$ cat config.mk
export PLATFORM = sky130hd
export DESIGN_NAME = xcorr_peak_tdoa_flat
export DESIGN_NICKNAME = d
export VERILOG_FILES = /design/src/rtl/xcorr_peak_tdoa_if.sv /design/src/rtl/xcorr_peak_tdoa.sv /design/src/flat_wrapper.sv
export SDC_FILE = /design/constraint.sdc
export NUM_CORES = 1
export LEC_CHECK = 0
export CELL_PAD_IN_SITES_DETAIL_PLACEMENT = 1
export CELL_PAD_IN_SITES_GLOBAL_PLACEMENT = 1
export CORE_MARGIN = 3
export CORE_UTILIZATION = 43
export CTS_BUF_LIST = sky130_fd_sc_hd__clkbuf_2 sky130_fd_sc_hd__clkbuf_4 sky130_fd_sc_hd__clkbuf_8
export CTS_CLUSTER_SIZE = 16
export DETAILED_ROUTE_END_ITERATION = 10
export PLACE_DENSITY_LB_ADDON = 0.08
export SLEW_MARGIN = 20
export SYNTH_ARGS = -nofsm -noshare
export SYNTH_HDL_FRONTEND = slang
export SYNTH_SLANG_ARGS = --single-unit
$ cat constraint.sdc
create_clock -name clkf -period 13 [get_ports clkf]
set_clock_uncertainty 0.2 [all_clocks]
set_input_delay 2.6 -clock clkf [delete_from_list [all_inputs] [get_ports clkf]]
set_output_delay 2.6 -clock clkf [all_outputs]
set_load 0.005 [all_outputs]
$ cat src/rtl/xcorr_peak_tdoa_if.sv
//============================================================================
// Module      : xcorr_peak_tdoa_if
// Description : Sample-stream and result bus of the cross-correlation
//               peak / arrival-time-difference block.
// Revision    : 1.0 - initial release
//============================================================================
`default_nettype none

interface xcorr_peak_tdoa_if #(
    parameter int CH    = 2,
    parameter int W     = 40,
    parameter int CNT_W = 24
);
    logic                            s_valid;
    logic [CH*W-1:0]                 S_DATA;
    logic                            busy;
    logic                            res_valid;
    logic [CH*W-1:0]                 PEAK_VAL;
    logic [CH*CNT_W-1:0]             PEAK_IDX;
    logic [(CH-1)*(CNT_W+1)-1:0]     TDOA;
    logic [CH-1:0]                   MISS;

    modport master (
        output s_valid, S_DATA,
        input  busy, res_valid, PEAK_VAL, PEAK_IDX, TDOA, MISS
    );

    modport slave (
        input  s_valid, S_DATA,
        output busy, res_valid, PEAK_VAL, PEAK_IDX, TDOA, MISS
    );
endinterface

`default_nettype wire

$ cat src/rtl/xcorr_peak_tdoa.sv
//============================================================================
// Module      : xcorr_peak_tdoa
// Description : Hysteresis-triggered per-channel peak search over a window,
//               reporting peaks and signed index difference versus channel 0.
//               Optional macro ABS_INPUT_EN: signed lanes, magnitude used.
// Revision    : 1.0 - initial release
//============================================================================
`default_nettype none

module xcorr_peak_tdoa #(
    parameter int CH    = 2,
    parameter int W     = 40,
    parameter int CNT_W = 24
) (
    input  wire              clkf,
    input  wire              rst,
    xcorr_peak_tdoa_if.slave bus,
    input  wire  [W-1:0]     THR_HI,
    input  wire  [W-1:0]     THR_LO,
    input  wire  [CNT_W-1:0] WIN_LEN
);

    typedef enum logic [1:0] {
        S_IDLE   = 2'd0,
        S_WINDOW = 2'd1,
        S_REPORT = 2'd2,
        S_REARM  = 2'd3
    } state_t;

    state_t r_state;
    state_t w_state_nxt;

    logic            w_vld;
    logic [CH*W-1:0] w_data;

`ifdef ABS_INPUT_EN
    logic            r_vld;
    logic [CH*W-1:0] r_data;
    logic [CH*W-1:0] w_mag;

    // Most negative code has no positive twin; clamp it to the largest positive.
    for (genvar k = 0; k < CH; k++) begin : g_abs
        logic [W-1:0] w_x;
        assign w_x = bus.S_DATA[k*W +: W];
        assign w_mag[k*W +: W] = !w_x[W-1] ? w_x :
                                 (w_x == {1'b1, {(W-1){1'b0}}}) ? {1'b0, {(W-1){1'b1}}} :
                                 (-w_x);
    end

    always_ff @(posedge clkf) begin
        if (rst) begin
            r_vld  <= 1'b0;
            r_data <= '0;
        end else begin
            r_vld  <= bus.s_valid;
            r_data <= w_mag;
        end
    end

    assign w_vld  = r_vld;
    assign w_data = r_data;
`else
    assign w_vld  = bus.s_valid;
    assign w_data = bus.S_DATA;
`endif

    logic [W-1:0]     w_lane [CH];
    logic [W-1:0]     r_max  [CH];
    logic [CNT_W-1:0] r_idx  [CH];
    logic [CNT_W-1:0] r_cnt;
    logic [CNT_W-1:0] r_win_len;
    logic [W-1:0]     r_thr_lo;

    logic [CH-1:0]                w_miss;
    logic [CH*W-1:0]              w_pval;
    logic [CH*CNT_W-1:0]          w_pidx;
    logic [(CH-1)*(CNT_W+1)-1:0]  w_tdoa;

    logic [CH*W-1:0]              r_peak_val;
    logic [CH*CNT_W-1:0]          r_peak_idx;
    logic [(CH-1)*(CNT_W+1)-1:0]  r_tdoa;
    logic [CH-1:0]                r_miss;
    logic                         r_res_valid;

    for (genvar k = 0; k < CH; k++) begin : g_lane
        assign w_lane[k]               = w_data[k*W +: W];
        assign w_miss[k]               = (r_max[k] < r_thr_lo);
        assign w_pval[k*W +: W]        = r_max[k];
        assign w_pidx[k*CNT_W +: CNT_W] = r_idx[k];
    end

    // Indices are zero-extended by one bit, so the difference always fits.
    for (genvar k = 1; k < CH; k++) begin : g_tdoa
        assign w_tdoa[(k-1)*(CNT_W+1) +: CNT_W+1] =
            (w_miss[k] || w_miss[0]) ? '0 : ({1'b0, r_idx[k]} - {1'b0, r_idx[0]});
    end

    logic w_trig;
    logic w_rearm;
    logic w_short;
    logic w_last;

    assign w_trig  = w_vld && (w_lane[0] > THR_HI);
    assign w_rearm = w_vld && (w_lane[0] < r_thr_lo);
    assign w_short = (WIN_LEN <= CNT_W'(1));
    assign w_last  = w_vld && (r_cnt == (r_win_len - CNT_W'(1)));

    always_ff @(posedge clkf) begin
        if (rst) r_state <= S_IDLE;
        else     r_state <= w_state_nxt;
    end

    always_comb begin
        w_state_nxt = r_state;
        case (r_state)
            S_IDLE:   if (w_trig)  w_state_nxt = w_short ? S_REPORT : S_WINDOW;
            S_WINDOW: if (w_last)  w_state_nxt = S_REPORT;
            S_REPORT:              w_state_nxt = S_REARM;
            S_REARM:  if (w_rearm) w_state_nxt = S_IDLE;
            default:               w_state_nxt = S_IDLE;
        endcase
    end

    always_ff @(posedge clkf) begin
        if (rst) begin
            r_cnt       <= '0;
            r_win_len   <= '0;
            r_thr_lo    <= '0;
            r_peak_val  <= '0;
            r_peak_idx  <= '0;
            r_tdoa      <= '0;
            r_miss      <= '0;
            r_res_valid <= 1'b0;
            for (int k = 0; k < CH; k++) begin
                r_max[k] <= '0;
                r_idx[k] <= '0;
            end
        end else begin
            r_res_valid <= 1'b0;
            case (r_state)
                S_IDLE: begin
                    if (w_trig) begin
                        r_cnt     <= CNT_W'(1);
                        r_win_len <= WIN_LEN;
                        r_thr_lo  <= THR_LO;
                        for (int k = 0; k < CH; k++) begin
                            r_max[k] <= w_lane[k];
                            r_idx[k] <= '0;
                        end
                    end
                end
                S_WINDOW: begin
                    if (w_vld) begin
                        r_cnt <= r_cnt + CNT_W'(1);
                        // Strict compare keeps the earliest index on ties.
                        for (int k = 0; k < CH; k++) begin
                            if (w_lane[k] > r_max[k]) begin
                                r_max[k] <= w_lane[k];
                                r_idx[k] <= r_cnt;
                            end
                        end
                    end
                end
                S_REPORT: begin
                    r_peak_val  <= w_pval;
                    r_peak_idx  <= w_pidx;
                    r_tdoa      <= w_tdoa;
                    r_miss      <= w_miss;
                    r_res_valid <= 1'b1;
                end
                default: ;
            endcase
        end
    end

    assign bus.busy      = (r_state != S_IDLE);
    assign bus.res_valid = r_res_valid;
    assign bus.PEAK_VAL  = r_peak_val;
    assign bus.PEAK_IDX  = r_peak_idx;
    assign bus.TDOA      = r_tdoa;
    assign bus.MISS      = r_miss;

endmodule

`default_nettype wire
$ cat src/flat_wrapper.sv
// flat-port wrapper written by rule: the top's interface ports become plain ports
module xcorr_peak_tdoa_flat 
#(
    parameter int CH    = 2,
    parameter int W     = 40,
    parameter int CNT_W = 24
)
  (clkf, rst, THR_HI, THR_LO, WIN_LEN, bus_s_valid, bus_S_DATA, bus_busy, bus_res_valid, bus_PEAK_VAL, bus_PEAK_IDX, bus_TDOA, bus_MISS);
  xcorr_peak_tdoa_if #(.CH(CH), .W(W), .CNT_W(CNT_W)) bus_i ();
  input  wire clkf;
  input  wire rst;
  input  wire  [W-1:0] THR_HI;
  input  wire  [W-1:0] THR_LO;
  input  wire  [CNT_W-1:0] WIN_LEN;
  input wire logic [$bits(bus_i.s_valid)-1:0] bus_s_valid;
  input wire logic [$bits(bus_i.S_DATA)-1:0] bus_S_DATA;
  output wire logic [$bits(bus_i.busy)-1:0] bus_busy;
  output wire logic [$bits(bus_i.res_valid)-1:0] bus_res_valid;
  output wire logic [$bits(bus_i.PEAK_VAL)-1:0] bus_PEAK_VAL;
  output wire logic [$bits(bus_i.PEAK_IDX)-1:0] bus_PEAK_IDX;
  output wire logic [$bits(bus_i.TDOA)-1:0] bus_TDOA;
  output wire logic [$bits(bus_i.MISS)-1:0] bus_MISS;
  assign bus_i.s_valid = bus_s_valid;
  assign bus_i.S_DATA = bus_S_DATA;
  assign bus_busy = bus_i.busy;
  assign bus_res_valid = bus_i.res_valid;
  assign bus_PEAK_VAL = bus_i.PEAK_VAL;
  assign bus_PEAK_IDX = bus_i.PEAK_IDX;
  assign bus_TDOA = bus_i.TDOA;
  assign bus_MISS = bus_i.MISS;
  xcorr_peak_tdoa #(.CH(CH), .W(W), .CNT_W(CNT_W)) u_core (.clkf(clkf), .rst(rst), .bus(bus_i), .THR_HI(THR_HI), .THR_LO(THR_LO), .WIN_LEN(WIN_LEN));
endmodule
==> qor.yml, run 1 <==
synth:
  ys_types: 67
  yosysWarnings: 0
  synth-edff-count: 128
  ys.flop_type: "dfxtp_1"
  postSynthCellCount: 2184
  async_flop_share_pct: 0
  synth_top_area_cell: "dfxtp_1"
  netlist_area_um2: 21200
  ys_top_cells_by_area: "dfxtp_1 23%, edfxtp_1 18%, ha_1 16%, mux2i_1 7.5%, nor2_1 5.4%"
  syn_area_per_cell_um2: 9.69
  yosysSeqAreaShare_pct: 41.4
  synth_seq_cells: 374
  synth_nets: 2640
  synth_top_area_share_pct: 23.3
route:
  drt_iter0_markers: 867
  vias_per_cell: 5.41
  drc_errors: 0
  vias: 17600
  wire_per_inst_um: 21.3
  firstDrtPassIters: 4
  wl_um: 69100
  antenna_left: 0
clocking:
  clock_latency_ps: 650
  clockBufferDepth: 3
  cts_buffers: 69
  clk_pin_slew_worst_paths_ps: 60
  cts_resized: 0
  cts-hold-fix-buffers: 0
  root_buffer: "clkbuf_8"
  post-cts-setup-buffers: 0
  htree_levels: 3
  clock-sinks: 374
  tritoncts: "done"
global_routing:
  grt_first_pass_wirelength_um: 108000
  track_usage_pct: 26.3
  grt_pass1_vias: 18800
  antenna_found_initial: 6
  overflow: 0
  grt_max_degree: 79
die:
  die_area_um2: 51900
  fp-row-count: 80
  core-area_um2: 48100
  start_util_pct: 43.9
  fp.dieW_um: 228
  die_h_um: 228
  num_io_pins: 344
setup_path:
  crit_slowest_cell: "o21ai_4"
  worstPathRequired_ps: 13070
  cp_common_cell: "buf_4"
  cp-end-kind: "flop"
  crit_type: "input port to flop"
  start_kind: "input port"
  cp.arrival_ps: 7640
  slowest_delay_ps: 810
  path_max_fanout: 68
  worstPathCellList: "clkdlybuf4s50_1, ha_1, nand4_1, nor4_1, nand3_1, a21oi_1, a2111oi_2, nor3_2, buf_4, nor2_1, o21ai_4, buf_4"
final_layout:
  fin_util_pct: 55.5
  nNetsFinal: 2993
  syn_to_final_growth_pct: 26.3
  final_cell_count_no_fill: 3250
  layout-drive-gt1-share_pct: 6.29
  fin_area_um2: 26700
  fillers: 5356
place:
  hpwl_um: 53700
  dp.cells: 3122
  port_buffers: 343
  pre_cts_slack_ps: 4770
  place_area_um2: 25300
  gp_congestion: 0.883
pwr:
  p_leak_uw: 0.0110
  powerDensity_nw_per_um2: 158
  ir_worst_vdd_uv: 101
job:
  maxCapViolations: 0
timing:
  finalHoldViolations: 0
  relSlewSlack_pct: 28.5
  fin_crit_ps: 7580
  tightest_slew_ps: 1070
  final.setup.tns_ps: 0
  setup_viol: 0
  rsz0062_at_grt: "no"
  fmax_ghz: 0.132
  fin_crit_sh_pct: 58.3
  setup_ws_ps: 5420
  drv_slew: 0
run_status:
  status: "complete, no violations"
worst_hold_path:
  min_path_type: "flop to flop"
[sequential cells by signal (all words and copies together) (netlist names)]
register,flops
u_core.bus.PEAK_VAL,80
u_core.r_state,2
u_core.bus.TDOA,25
u_core.r_cnt,24
u_core.r_win_len,24
u_core.r_thr_lo,40
u_core.bus.MISS,2
u_core.bus.PEAK_IDX,48
u_core.r_idx,48
u_core.r_max,80
u_core.bus.res_valid,1
[placed cells by master (no fill, tap or decap), types with 40 or more instances in the layout]
master	Yosys	layout
nor2b_1	40	40
nand2_1	51	50
a21oi_1	124	124
and2_1	84	84
edfxtp_1	128	128
nand4_1	50	50
nor2_1	306	306
xor2_1	40	40
dfxtp_1	246	246
clkdlybuf4s50_1	0	342
inv_1	200	200
clkbuf_8	0	77
a21o_1	81	81
ha_1	268	267
o21ai_0	48	47
mux2i_1	159	159
[synth_stat cells, drive strengths merged, types with 3 or more instances]
cell       n
a2111oi    7
a211o      4
a211oi    14
a21o      81
a21oi    124
a221oi     6
a22o      21
a31oi      7
a41oi      4
and2      85
and3      16
and4       9
buf       23
clkbuf    54
dfxtp    246
edfxtp   128
ha       268
inv      200
mux2i    159
nand2     51
nand2b    10
nand3     31
nand4     50
nor2     306
nor2b     40
nor3      15
nor4      15
nor4b      3
o2111ai    3
o211ai     9
o21a      22
o21ai     50
o21bai     4
o31ai     12
or2        5
or4        6
xnor2     33
xor2      40
[kinds of logic after synthesis]
logic type	after synthesis	share of synthesized area, %
buf+inv	277	4.98
simple gates	649	15.1
mux	161	7.63
flops	374	41.4
fa+ha+maj	269	15.9
compound gates	381	11.9
xor+xnor	73	3.02
[stage by stage]
| step | total power (uW) | hold slack, ps |
|---|---|---|
| 6_report | 4210 | 275 |
| 5_1_grt | 4480 | 294 |
| 4_1_cts | 4250 | 280 |
| 3_5_place_dp | 3060 | 267 |
| 3_3_place_gp | 2990 | 257 |
| 2_1_floorplan | 2470 | 249 |
[critical path: cells and delay by family]
| kind | cells | cell delay [ps] |
|---|---|---|
| compound gates | 3 | 1140 |
| fa+ha+maj | 1 | 350 |
| buf+inv | 3 | 1860 |
| simple gates | 5 | 1600 |
[final timing paths]
kind                            slack (ps)  cells after the start                        startpoint                          endpoint
worst max-delay path                  5420                     12                    bus_S_DATA[36]     u_core.r_idx[0][44]$_DFFE_PP_
worst min register to register         280                      1  u_core.bus.TDOA[20]$_SDFFE_PP0P_  u_core.bus.TDOA[20]$_SDFFE_PP0P_
worst max register to register        7860                     11     u_core.r_max[0][37]$_DFFE_PP_     u_core.r_idx[0][44]$_DFFE_PP_
worst min-delay path                   280                      1  u_core.bus.TDOA[20]$_SDFFE_PP0P_  u_core.bus.TDOA[20]$_SDFFE_PP0P_
[power by group]
part | switching, uW | internal, uW
registers | 141 | 1400
logic | 814 | 683
clock network | 521 | 650
total | 1480 | 2740
[routing by layer]
layer	share of wire, %	routed length [um]	GRT usage [%]
met1	46	31800	34.8
met2	46	31900	43.3
met3	4.9	3370	5.39
met4	2.9	2010	7.90
met5	0.074	51	0
[area by class of cell]
class / count / area [um^2] / area share [%]
well taps: 656 / 821 / 3.07
clock buffers: 106 / 1280 / 4.78
inverters: 200 / 751 / 2.81
repair buffers: 359 / 3550 / 13.3
multi-input cells: 1533 / 11400 / 42.6
diodes: 4 / 10.0 / 0.0375
clock inverters: 18 / 136 / 0.511
flip-flops and latches: 374 / 8770 / 32.8
(Power assumes the default switching activity.)
==> run 2, diff against run 1 <==
--- a/config.mk
+++ b/config.mk
@@ -8,7 +8,7 @@
 export CELL_PAD_IN_SITES_DETAIL_PLACEMENT = 1
 export CELL_PAD_IN_SITES_GLOBAL_PLACEMENT = 1
 export CORE_MARGIN = 3
-export CORE_UTILIZATION = 43
+export CORE_UTILIZATION = 39
 export CTS_BUF_LIST = sky130_fd_sc_hd__clkbuf_2 sky130_fd_sc_hd__clkbuf_4 sky130_fd_sc_hd__clkbuf_8
 export CTS_CLUSTER_SIZE = 16
 export DETAILED_ROUTE_END_ITERATION = 10
==> constraint.sdc (replaced) <==
create_clock -name clkf -period 6.5 [get_ports clkf]
set_clock_uncertainty 0.2 [all_clocks]
set_input_delay 1.3 -clock clkf [delete_from_list [all_inputs] [get_ports clkf]]
set_output_delay 1.3 -clock clkf [all_outputs]
set_load 0.005 [all_outputs]
==> qor.yml, run 2 (same netlist as run 1, synthesis figures left out) <==
setup_path:
  crit_type: "input port to flop"
  cp.depth: 12  # unchanged
  cp-end-kind: "flop"
  critical_path.endpoint: "u_core.r_max[0][36]$_DFFE_PP_"
  worstPathRequired_ps: 6800  # -6270 ps
  cp.arrival_ps: 5500  # -2140 ps
  worstPathCellList: "clkdlybuf4s50_1, ha_1, nand4_1, or3_1, nor4_1, nand2_1, or4_1, o221ai_1, o21ai_1, nand2_2, buf_4, and2_1"
  slowest_delay_ps: 620  # -190 ps
  critPathTopFamily: "simple AND/OR/NAND/NOR gates"
  start_kind: "input port"
  worstSetupStartpoint: "bus_S_DATA[33]"
  rrSetupSlack_ps: 2130  # -5730 ps
  r2r_start: "u_core.r_max[0][37]$_DFFE_PP_"
  rr_endpoint: "u_core.r_max[0][36]$_DFFE_PP_"
  cp_num_buf_inv: 2  # -1
  rr_worst_depth: 12  # +1
  crit_slowest_cell: "nor4_1"
  path_max_fanout: 78  # +15%
place:
  pre_cts_slack_ps: 678  # -4090 ps
  hpwl_um: 53800  # +0.20%
  gp_congestion: 0.845  # -4.4%
  dp.cells: 3155  # +1.1%
  port_buffers: 343  # unchanged
timing:
  setup_ws_ps: 1300  # -4120 ps
  finalHoldViolations: 0  # unchanged
  tightest_slew_ps: 836  # -237 ps
  whs_ps: 264  # -10.8 ps
  fin_crit_ps: 5200
  final.setup.tns_ps: 0  # unchanged
  relSlewSlack_pct: 44.3  # +16 points
  drv_slew: 0  # unchanged
  fin_crit_sh_pct: 80.0
  rsz0062_at_grt: "no"
  fmax_ghz: 0.192
  setup_viol: 0  # unchanged
global_routing:
  grt_first_pass_wirelength_um: 106000  # -0.97%
  antenna_found_initial: 11  # +5
  grt_pass1_vias: 18400  # -2.2%
  overflow: 0  # unchanged
  grt_max_degree: 102  # +29%
  track_usage_pct: 24.1  # -2.2 points
die:
  fp.dieW_um: 239  # +4.9%
  die_area_um2: 57100  # +10%
  fp-row-count: 84  # +5.0%
  die_h_um: 239  # +4.9%
  start_util_pct: 39.9  # -4.1 points
  core-area_um2: 53100  # +10%
  num_io_pins: 344  # unchanged
route:
  wl_um: 69400  # +0.51%
  drc_errors: 0  # unchanged
  firstDrtPassIters: 5  # +1
  vias: 17400  # -0.89%
  drt_iter0_markers: 882  # +1.7%
  vias_per_cell: 5.30  # -1.9%
  wire_per_inst_um: 21.1  # -0.56%
  antenna_left: 0  # unchanged
final_layout:
  layout-drive-gt1-share_pct: 6.52  # +0.23 points
  nNetsFinal: 2997  # +0.13%
  syn_to_final_growth_pct: 26.8
  final_cell_count_no_fill: 3285  # +1.1%
  final_common_cell: "clkdlybuf4s50_1"
  final_cell_mix: "342 x clkdlybuf4s50_1, 306 x nor2_1, 267 x ha_1, 246 x dfxtp_1, 200 x inv_1"
  fin_util_pct: 50.5  # -4.9 points
clocking:
  htree_levels: 3  # unchanged
  cts-hold-fix-buffers: 0  # unchanged
  clockBufferDepth: 3  # unchanged
  root_buffer: "clkbuf_8"
  cts_resized: 0  # unchanged
  post-cts-setup-buffers: 0  # unchanged
  clock_latency_ps: 640  # about the same
  tritoncts: "done"
  clock-sinks: 374  # unchanged
  clk_pin_slew_worst_paths_ps: 60  # about the same
  cts_buffers: 71  # +2.9%
job:
  maxCapViolations: 0  # unchanged
worst_hold_path:
  min_from: "u_core.bus.TDOA[24]$_SDFFE_PP0P_"
  min_path_type: "flop to flop"
pwr:
  powerDensity_nw_per_um2: 315  # +100%
  ir_worst_vdd_uv: 155  # +54%
  p_leak_uw: 0.0111  # +0.47%
run_status:
  status: "complete, no violations"
run 2: cell count changes in the layout (fill, tap and decap cells not counted), moves of 2 or more:
cell / delta
clkinv_2: -2
clkinv_1: -4
clkbuf_4: +5
inv_8: -2
clkbuf_8: +6
clkinvlp_4: -3
run 2: metal layers:
metal / routed length, um / up-vias / part of all wire (%) / track usage, %
met5: 59 / - / 0.085 / 0
li1: - / 8415 / - / -
met2: 32300 / 353 / 47 / 39.5
met3: 3120 / 123 / 4.5 / 4.83
met4: 2100 / 10 / 3.0 / 8.26
met1: 31900 / 8521 / 46 / 31.7
run 2: cell type report:
cell class,instances,area (um^2)
clock inverters,7,45.0
fillers,5940,26200
repair buffers,361,3600
flip-flops and latches,374,8770
well taps,688,861
clock buffers,117,1400
diodes,5,12.5
inverters,200,751
multi-input cells,1533,11400
run 2: power breakdown:
part           switching, uW  internal, uW  total (uW)
sequential               285          2800        3090
clock                   1030          1350        2380
combinational           1620          1370        2990
total                   2930          5530        8460
run 2: worst min path at each step:
stage,depth (start not counted),end
2_1_floorplan,2,u_core.bus.TDOA[0]$_SDFFE_PP0P_
3_3_place_gp,2,u_core.bus.TDOA[0]$_SDFFE_PP0P_
3_5_place_dp,2,u_core.bus.TDOA[0]$_SDFFE_PP0P_
4_1_cts,2,u_core.bus.TDOA[0]$_SDFFE_PP0P_
5_1_grt,1,u_core.bus.TDOA[24]$_SDFFE_PP0P_
6_report,1,u_core.bus.TDOA[24]$_SDFFE_PP0P_
run 2: stage by stage:
step | cell area, um^2 | power [uW]
after floorplan | 21200 | 4930
after global placement | 25300 | 6000
after detailed placement | 25300 | 6130
after CTS | 26800 | 8550
after global routing | 26800 | 9010
final | 26800 | 8460
